[src/rtl/demux_pkg.sv]
// Shared defaults and helpers for the 1-to-N stream demultiplexer.
// The drop counter width is fixed; N and W are the default channel count and data width.
package demux_pkg;

   localparam int N_DEF  = 4;
   localparam int W_DEF  = 8;
   localparam int DROP_W = 8;

   // Ceiling log2 for select-width sizing; returns 0 for v <= 1.
   function automatic int clog2_f(input int v);
      int r;
      int x;
      r = 0;
      x = v - 1;
      while (x > 0) begin
         r = r + 1;
         x = x >> 1;
      end
      return r;
   endfunction

endpackage

[src/rtl/demux_slot.sv]
// One-entry output register (data + valid) for a single demux channel.
// A load in the same cycle as a drain wins, so back-to-back beats see no bubble.
module demux_slot #(
   parameter int W = 8
) (
   input  logic         clk,
   input  logic         rst_n,
   input  logic         load_i,
   input  logic [W-1:0] data_i,
   input  logic         ready_i,
   output logic         valid_o,
   output logic [W-1:0] data_o,
   output logic         free_o
);

   logic         valid_q;
   logic         valid_d;
   logic [W-1:0] data_q;
   logic [W-1:0] data_d;

   always_comb begin
      valid_d = valid_q;
      data_d  = data_q;
      if (load_i) begin
         valid_d = 1'b1;
         data_d  = data_i;
      end else if (valid_q && ready_i) begin
         valid_d = 1'b0;
      end
   end

   // Data only changes on load, so it stays stable while stalled and after draining.
   always_ff @(posedge clk or negedge rst_n) begin
      if (!rst_n) begin
         valid_q <= 1'b0;
         data_q  <= '0;
      end else begin
         valid_q <= valid_d;
         data_q  <= data_d;
      end
   end

   assign valid_o = valid_q;
   assign data_o  = data_q;
   assign free_o  = ~valid_q | ready_i;

endmodule

[src/rtl/stream_demux1xn.sv]
// 1-to-N stream demultiplexer: routes each accepted beat to the channel named by s.
// Beats whose select is out of range are accepted, discarded and counted (saturating).
module stream_demux1xn
   import demux_pkg::*;
#(
   parameter int N  = N_DEF,
   parameter int W  = W_DEF,
   parameter int SW = (clog2_f(N) > 1) ? clog2_f(N) : 1
) (
   input  logic              clk,
   input  logic              rst_n,
   input  logic              en,
   input  logic [SW-1:0]     s,
   input  logic [W-1:0]      i_data,
   input  logic              i_valid,
   output logic              i_ready,
   output logic [N*W-1:0]    m_data,
   output logic [N-1:0]      m_valid,
   input  logic [N-1:0]      m_ready,
   output logic [DROP_W-1:0] drop_cnt
);

   logic [N-1:0]      load;
   logic [N-1:0]      slot_free;
   logic              in_range;
   logic              sel_free;
   logic              accept;
   logic [DROP_W-1:0] drop_q;
   logic [DROP_W-1:0] drop_d;

   // Loop-based decode avoids indexing slot_free with an out-of-range select.
   always_comb begin
      load     = '0;
      in_range = 1'b0;
      sel_free = 1'b0;
      for (int k = 0; k < N; k++) begin
         if (s == SW'(k)) begin
            in_range = 1'b1;
            sel_free = slot_free[k];
         end
      end
      i_ready = en & (~in_range | sel_free);
      accept  = i_valid & i_ready;
      for (int k = 0; k < N; k++) begin
         load[k] = accept & (s == SW'(k));
      end
   end

   always_comb begin
      drop_d = drop_q;
      if (accept && !in_range && (drop_q != {DROP_W{1'b1}})) begin
         drop_d = drop_q + DROP_W'(1);
      end
   end

   always_ff @(posedge clk or negedge rst_n) begin
      if (!rst_n) begin
         drop_q <= '0;
      end else begin
         drop_q <= drop_d;
      end
   end

   assign drop_cnt = drop_q;

   for (genvar k = 0; k < N; k++) begin : g_slot
      demux_slot #(
         .W(W)
      ) u_slot (
         .clk    (clk),
         .rst_n  (rst_n),
         .load_i (load[k]),
         .data_i (i_data),
         .ready_i(m_ready[k]),
         .valid_o(m_valid[k]),
         .data_o (m_data[k*W +: W]),
         .free_o (slot_free[k])
      );
   end

endmodule
[config.mk]
export PLATFORM = sky130hd
export DESIGN_NAME = stream_demux1xn
export DESIGN_NICKNAME = d
export VERILOG_FILES = /design/src/rtl/demux_pkg.sv /design/src/rtl/demux_slot.sv /design/src/rtl/stream_demux1xn.sv
export SDC_FILE = /design/constraint.sdc
export NUM_CORES = 1
export LEC_CHECK = 0
export CELL_PAD_IN_SITES_DETAIL_PLACEMENT = 2
export CELL_PAD_IN_SITES_GLOBAL_PLACEMENT = 2
export CORE_UTILIZATION = 28
export CTS_CLUSTER_DIAMETER = 150
export DETAILED_ROUTE_END_ITERATION = 10
export PLACE_DENSITY = 0.81
export SETUP_SLACK_MARGIN = 0.3
export SKIP_LAST_GASP = 1
export SLEW_MARGIN = 20
export SYNTH_ARGS = -nofsm -noshare
export SYNTH_HDL_FRONTEND = slang
export SYNTH_SLANG_ARGS = --single-unit
[constraint.sdc]
create_clock -name clk -period 2.1 [get_ports clk]
set_clock_uncertainty 0.2 [all_clocks]
set_input_delay 0.315 -clock clk [delete_from_list [all_inputs] [get_ports clk]]
set_output_delay 0.315 -clock clk [all_outputs]
set_load 0.1 [all_outputs]
Word-level counts from Yosys, hierarchy flattened:

Index checks and enable logic that the tools add are counted.

* mux-type cells: 16
* eq/ne operators: 4
* reductions and logical operators: 12
* $add $sub $neg: 1
* bitwise logic cells: 16

Operator list (count)
* 2-to-1 mux 1 bit: 16
* adder 8 x 1 -> 8 bit (second input constant): 1
* != test 8 bit (second input constant): 1
* nonzero test 2 bit: 4
* AND 1 bit: 6
* logical AND 1 bit: 6
* NOT 1 bit: 5
* OR 1 bit: 5
* equality test 2 bit (second input constant): 2
* equality test 2 x 1 -> 1 bit (second input constant): 1
* zero test 2 bit: 1
* zero test 1 bit: 1

* input port bits: 18
* word-level logic and storage cells: 58
* output and inout bits: 45
* register bits after elaboration: 44

Depth between registers and ports, before layout:

Gate-level depths: netlist (run 1).

* depth in word-level cells: 11
* mapped depth: 4
* gate-level depth less buffers: 3

Modules after synthesis:

Synthesis (run 1) repeated with hierarchy kept, for this count alone.

* cell total of the unflattened synthesis: 106
* area, all modules: 1776.7 sq um

Modules (own cells, without submodules)
* demux_slot: seq. area each 225.2 sq um, area an instance 369.1 sq um, instances 4, cells each 20
* stream_demux1xn: seq. area each 200.2 sq um, area an instance 300.3 sq um, instances 1, cells each 26

Least setup slack after synthesis (run 1):

No wires, ideal clock.

* path kind: input port to output port
* from: input s[1]
* to: output i_ready
* path slack: -0.617 ns
* path buffers: 1
* data required time: 1.585 ns
* stages on the path: 4
* arrival: 2.202 ns
* path through: buf_2 > nand4bb_1 > o311ai_0 > a21oi_1

* longest elaborated chain between the ends: 8
* elaborated cells between the ends (all ways): 15
* classes of those cells: 3 x eq/ne; 8 x mux; 3 x bitwise; 1 x reduce/logical

Ends and longest elaborated chain
* from (decl): line stream_demux1xn.sv:13 `input logic [SW-1:0] s,`
* zero test 2 bit: line stream_demux1xn.sv:37 `if (s == SW'(k)) begin`
* 2-to-1 mux 1 bit (4 in a row): line stream_demux1xn.sv:37
* NOT 1 bit: line stream_demux1xn.sv:42 `i_ready = en & (~in_range | sel_free);`
* OR 1 bit (*): line stream_demux1xn.sv:42
* AND 1 bit (*): line stream_demux1xn.sv:42
* to (decl): line stream_demux1xn.sv:16 `output logic i_ready,`

Every way passes the cells marked *; elsewhere a longest branch is shown, timed or not.

Final worst setup path (run 1):

Same ends and word-level chain as after synthesis.

==> metrics, run 1 <==
largest stage delay on the critical path=around 310 ps; half-perimeter wire length of the detailed placement result=around 3400 um; CTS root buf=sky130_fd_sc_hd__clkbuf_8; most common cell in the netlist=sky130_fd_sc_hd__dfrtp_1; worst-path maximum fanout=6; Non-Filler Cell Area, Final=around 2500 um2; final standard cell count with taps included and fillers excluded=253; average instance area after synthesis=15.34 um2; antenna violations before repair=0; placed inst area=roughly 2400 um2; Buf/Inv on CP=3; cells after synthesis=110; sequential share of power=32.1%; Yosys warning total=0; dominant delay contributor by cell family on the critical path=buffers and inverters; asr flop ratio synth=100.0%; max_cap viols=0; horizontal extent of the die=between 70 and 80 um; areal power density over the cells=1318 nW/um2; switching power=1.605 mW; first-pass GRT wire length=7127 um; RSZ-0062 raised after global routing=true; max_slew headroom=a little over three fifths; DIE HEIGHT=between 70 and 80 um; cell-internal power=around 1.8 mW; Power Total=around 3.4 mW; antenna fix cells=0; share of cells above drive strength 1=about three fifths; total DRC errors in the routed layout=0; share of the cycle needed by the critical path after routing=90.92%; vias in the first global route=1328; Post-Syn Area=about 1700 um2; syn_nets=128; Max Freq=0.5238 GHz; CP Class=in2out; clock tree from TritonCTS=yes; via count normalized by instance count=between 4 and 5; number of placed instances, taps included=241; dominant cells by area after synthesis=sky130_fd_sc_hd__dfrtp_1 65%, sky130_fd_sc_hd__mux2_2 21%, sky130_fd_sc_hd__buf_4 2.2%; Vias=1129; DRC violation total after the first TritonRoute iteration=15; initial core utilization=29.92%; element type at the critical path start=input port; most common library cells after synthesis=44 x sky130_fd_sc_hd__dfrtp_1, 31 x sky130_fd_sc_hd__mux2_2, 8 x sky130_fd_sc_hd__clkbuf_1, 5 x sky130_fd_sc_hd__buf_4, 3 x sky130_fd_sc_hd__nand2b_1; Critical Path, Cell by Cell=clkdlybuf4s15_1, nand4bb_1, o311ai_2, buf_4, a21oi_4, buf_12; Final Slew Violations=0; synth unique cells=21; layout overhead on the synthesized area=51.00%; Final Wtd Congestion=0.7619; Layout Nets=198; area of the core region=between 5000 and 6000 um2; Antenna Violating Nets Remaining=0; final critical-path setup slack=roughly 190 ps; H-tree depth=2; Worst VDD drop=~0.53 mV; pre-CTS setup slack=-73.95 ps; P_leak=1.212 nW; total global routing overflow=0; critical path arrival=approximately 1400 ps; deepest clock path buffer count=2; Slew @ Worst Pin=553.3 ps; Yosys reg bits=44; Most used DFF post-synth=sky130_fd_sc_hd__dfrtp_1; proportion of power drawn by combinational gates=47.5%; number of failing setup endpoints in the final timing report=0; clock latency of the later-clocked register in the worst-skew pair=290 ps; crit end category=output pin; Total Wirelength=4614 um; Pre-antenna DRT Iters=2; number of clock buffers inserted by TritonCTS=5; cell with the largest stage delay on the worst path=sky130_fd_sc_hd__clkdlybuf4s15_1; # IOs=63; clock-pin slew reported for the worst setup and hold paths after clock tree synthesis=80 ps; post-detailed-route wirelength per cell=18.24 um; All-Layer GR Usage=15.64%; Crit path required time=1580 ps; port buffer count=62; endpoints failing hold=0; number of synthesized flops with an enable pin=0; fraction of post-synthesis cell area in the top cell type by area=65.23%; sequential share of the synthesized area=65.23%; worst hold path type=reg2reg; overall die area=6343 um2; clock period minus final worst setup slack=1909 ps; library cell with the largest summed area after synthesis=sky130_fd_sc_hd__dfrtp_1; Clock power frac=20.4%; result of the run=complete, no violations; switching power share of the total=roughly 48%; number of sinks driven by the clock tree=44; largest net degree at the start of global routing=45; Rows=27
-- per-layer routing --
metal	vias up	wire length (um)	global-route usage (%)
met5	-	0	0
li1	507	-	-
met2	56	2394	28.29
met1	559	1817	17.48
met3	7	327	5.029
met4	0	75	4.182
-- flip-flops by register name, summed over array words and instances (netlist names) --
| register | count |
|---|---|
| drop_cnt | 8 |
| g_slot.u_slot.data_o | 32 |
| g_slot.u_slot.valid_o | 4 |
-- placed cells by master, fill, tap and decap left out, drive strengths merged, types with 2 or more instances in the layout --
cell type and n:
buf 60, clkbuf 7, clkdlybuf4s50 11, dfrtp 44, dlygate4sd2 4, mux2 32
nand2 2, nand2b 3, nand3 3, nor3b 2
-- repair_timing --
| action | 4_1_cts | 5_1_grt |
|---|---|---|
| gates resized for setup | 13 | 0 |
| hold buffers | 1 | 0 |
| buffers inserted | 2 | 1 |
| endpoints found under the hold margin | 44 | 0 |
| setup endpoints to repair | 24 | 14 |
| cloned | 0 | 0 |
| pin swaps | 1 | 0 |
-- through the flow --
| stage | utilization [%] | TNS, ps | hold WS (ps) |
|---|---|---|---|
| 5_1_grt | 45.18 | 0 | 191.6 |
| 6_report | 45.18 | 0 | 182.5 |
| 4_1_cts | 45.04 | 0 | 189.1 |
| 3_3_place_gp | 41.69 | -243.9 | 165.7 |
| 2_1_floorplan | - | 0 | -180.6 |
| 3_5_place_dp | 41.69 | -1240 | 169.2 |
-- power groups by stage --
stage | registers (mW) | logic [mW] | clock network [mW]
after detailed placement | 1.10 | 1.60 | 0
after floorplan | 2.10 | 0.201 | 0
after global routing | 1.10 | 1.64 | 0.752
after CTS | 1.08 | 1.61 | 0.722
final | 1.08 | 1.60 | 0.686
after global placement | 1.09 | 1.57 | 0
-- kinds of logic after synthesis --
logic type      Yosys count  synth area share (%)
compound gates            3                 1.111
buf+inv                  14                 4.300
flops                    44                 65.23
mux                      33                 21.94
simple gates             16                 7.414
-- final cells by class --
cell class              instances  area (um2)
flip-flops and latches         44        1101
multi-input cells              52       568.0
fillers                       563        3093
well taps                      72       90.09
clock buffers                   7       96.34
clock inverters                 1       30.03
repair buffers                 77       663.1
-- path summary, 6_finish.rpt --
check / startpoint / endpoint / slack [ps] / cells after the start
setup / recovery: s[1] / i_ready / 190 / 6
hold / removal: drop_cnt[0] / drop_cnt[0] / 180 / 0
setup reg to reg: g_slot[1].u_slot.valid_o / g_slot[1].u_slot.data_o[6] / 400 / 5
hold reg to reg: drop_cnt[0] / drop_cnt[0] / 180 / 0
max in group asynchronous: rst_n / g_slot[2].u_slot.data_o[0] / 880 / 3
min in group asynchronous: rst_n / drop_cnt[6] / 450 / 3
No activity file was read; power rests on OpenSTA's default activity.
==> run 2: changes to the inputs <==
- CAP_MARGIN: not set -> 5
==> results of run 2 <==
No change in the layout: final DEF, timing and power equal those of run 1.
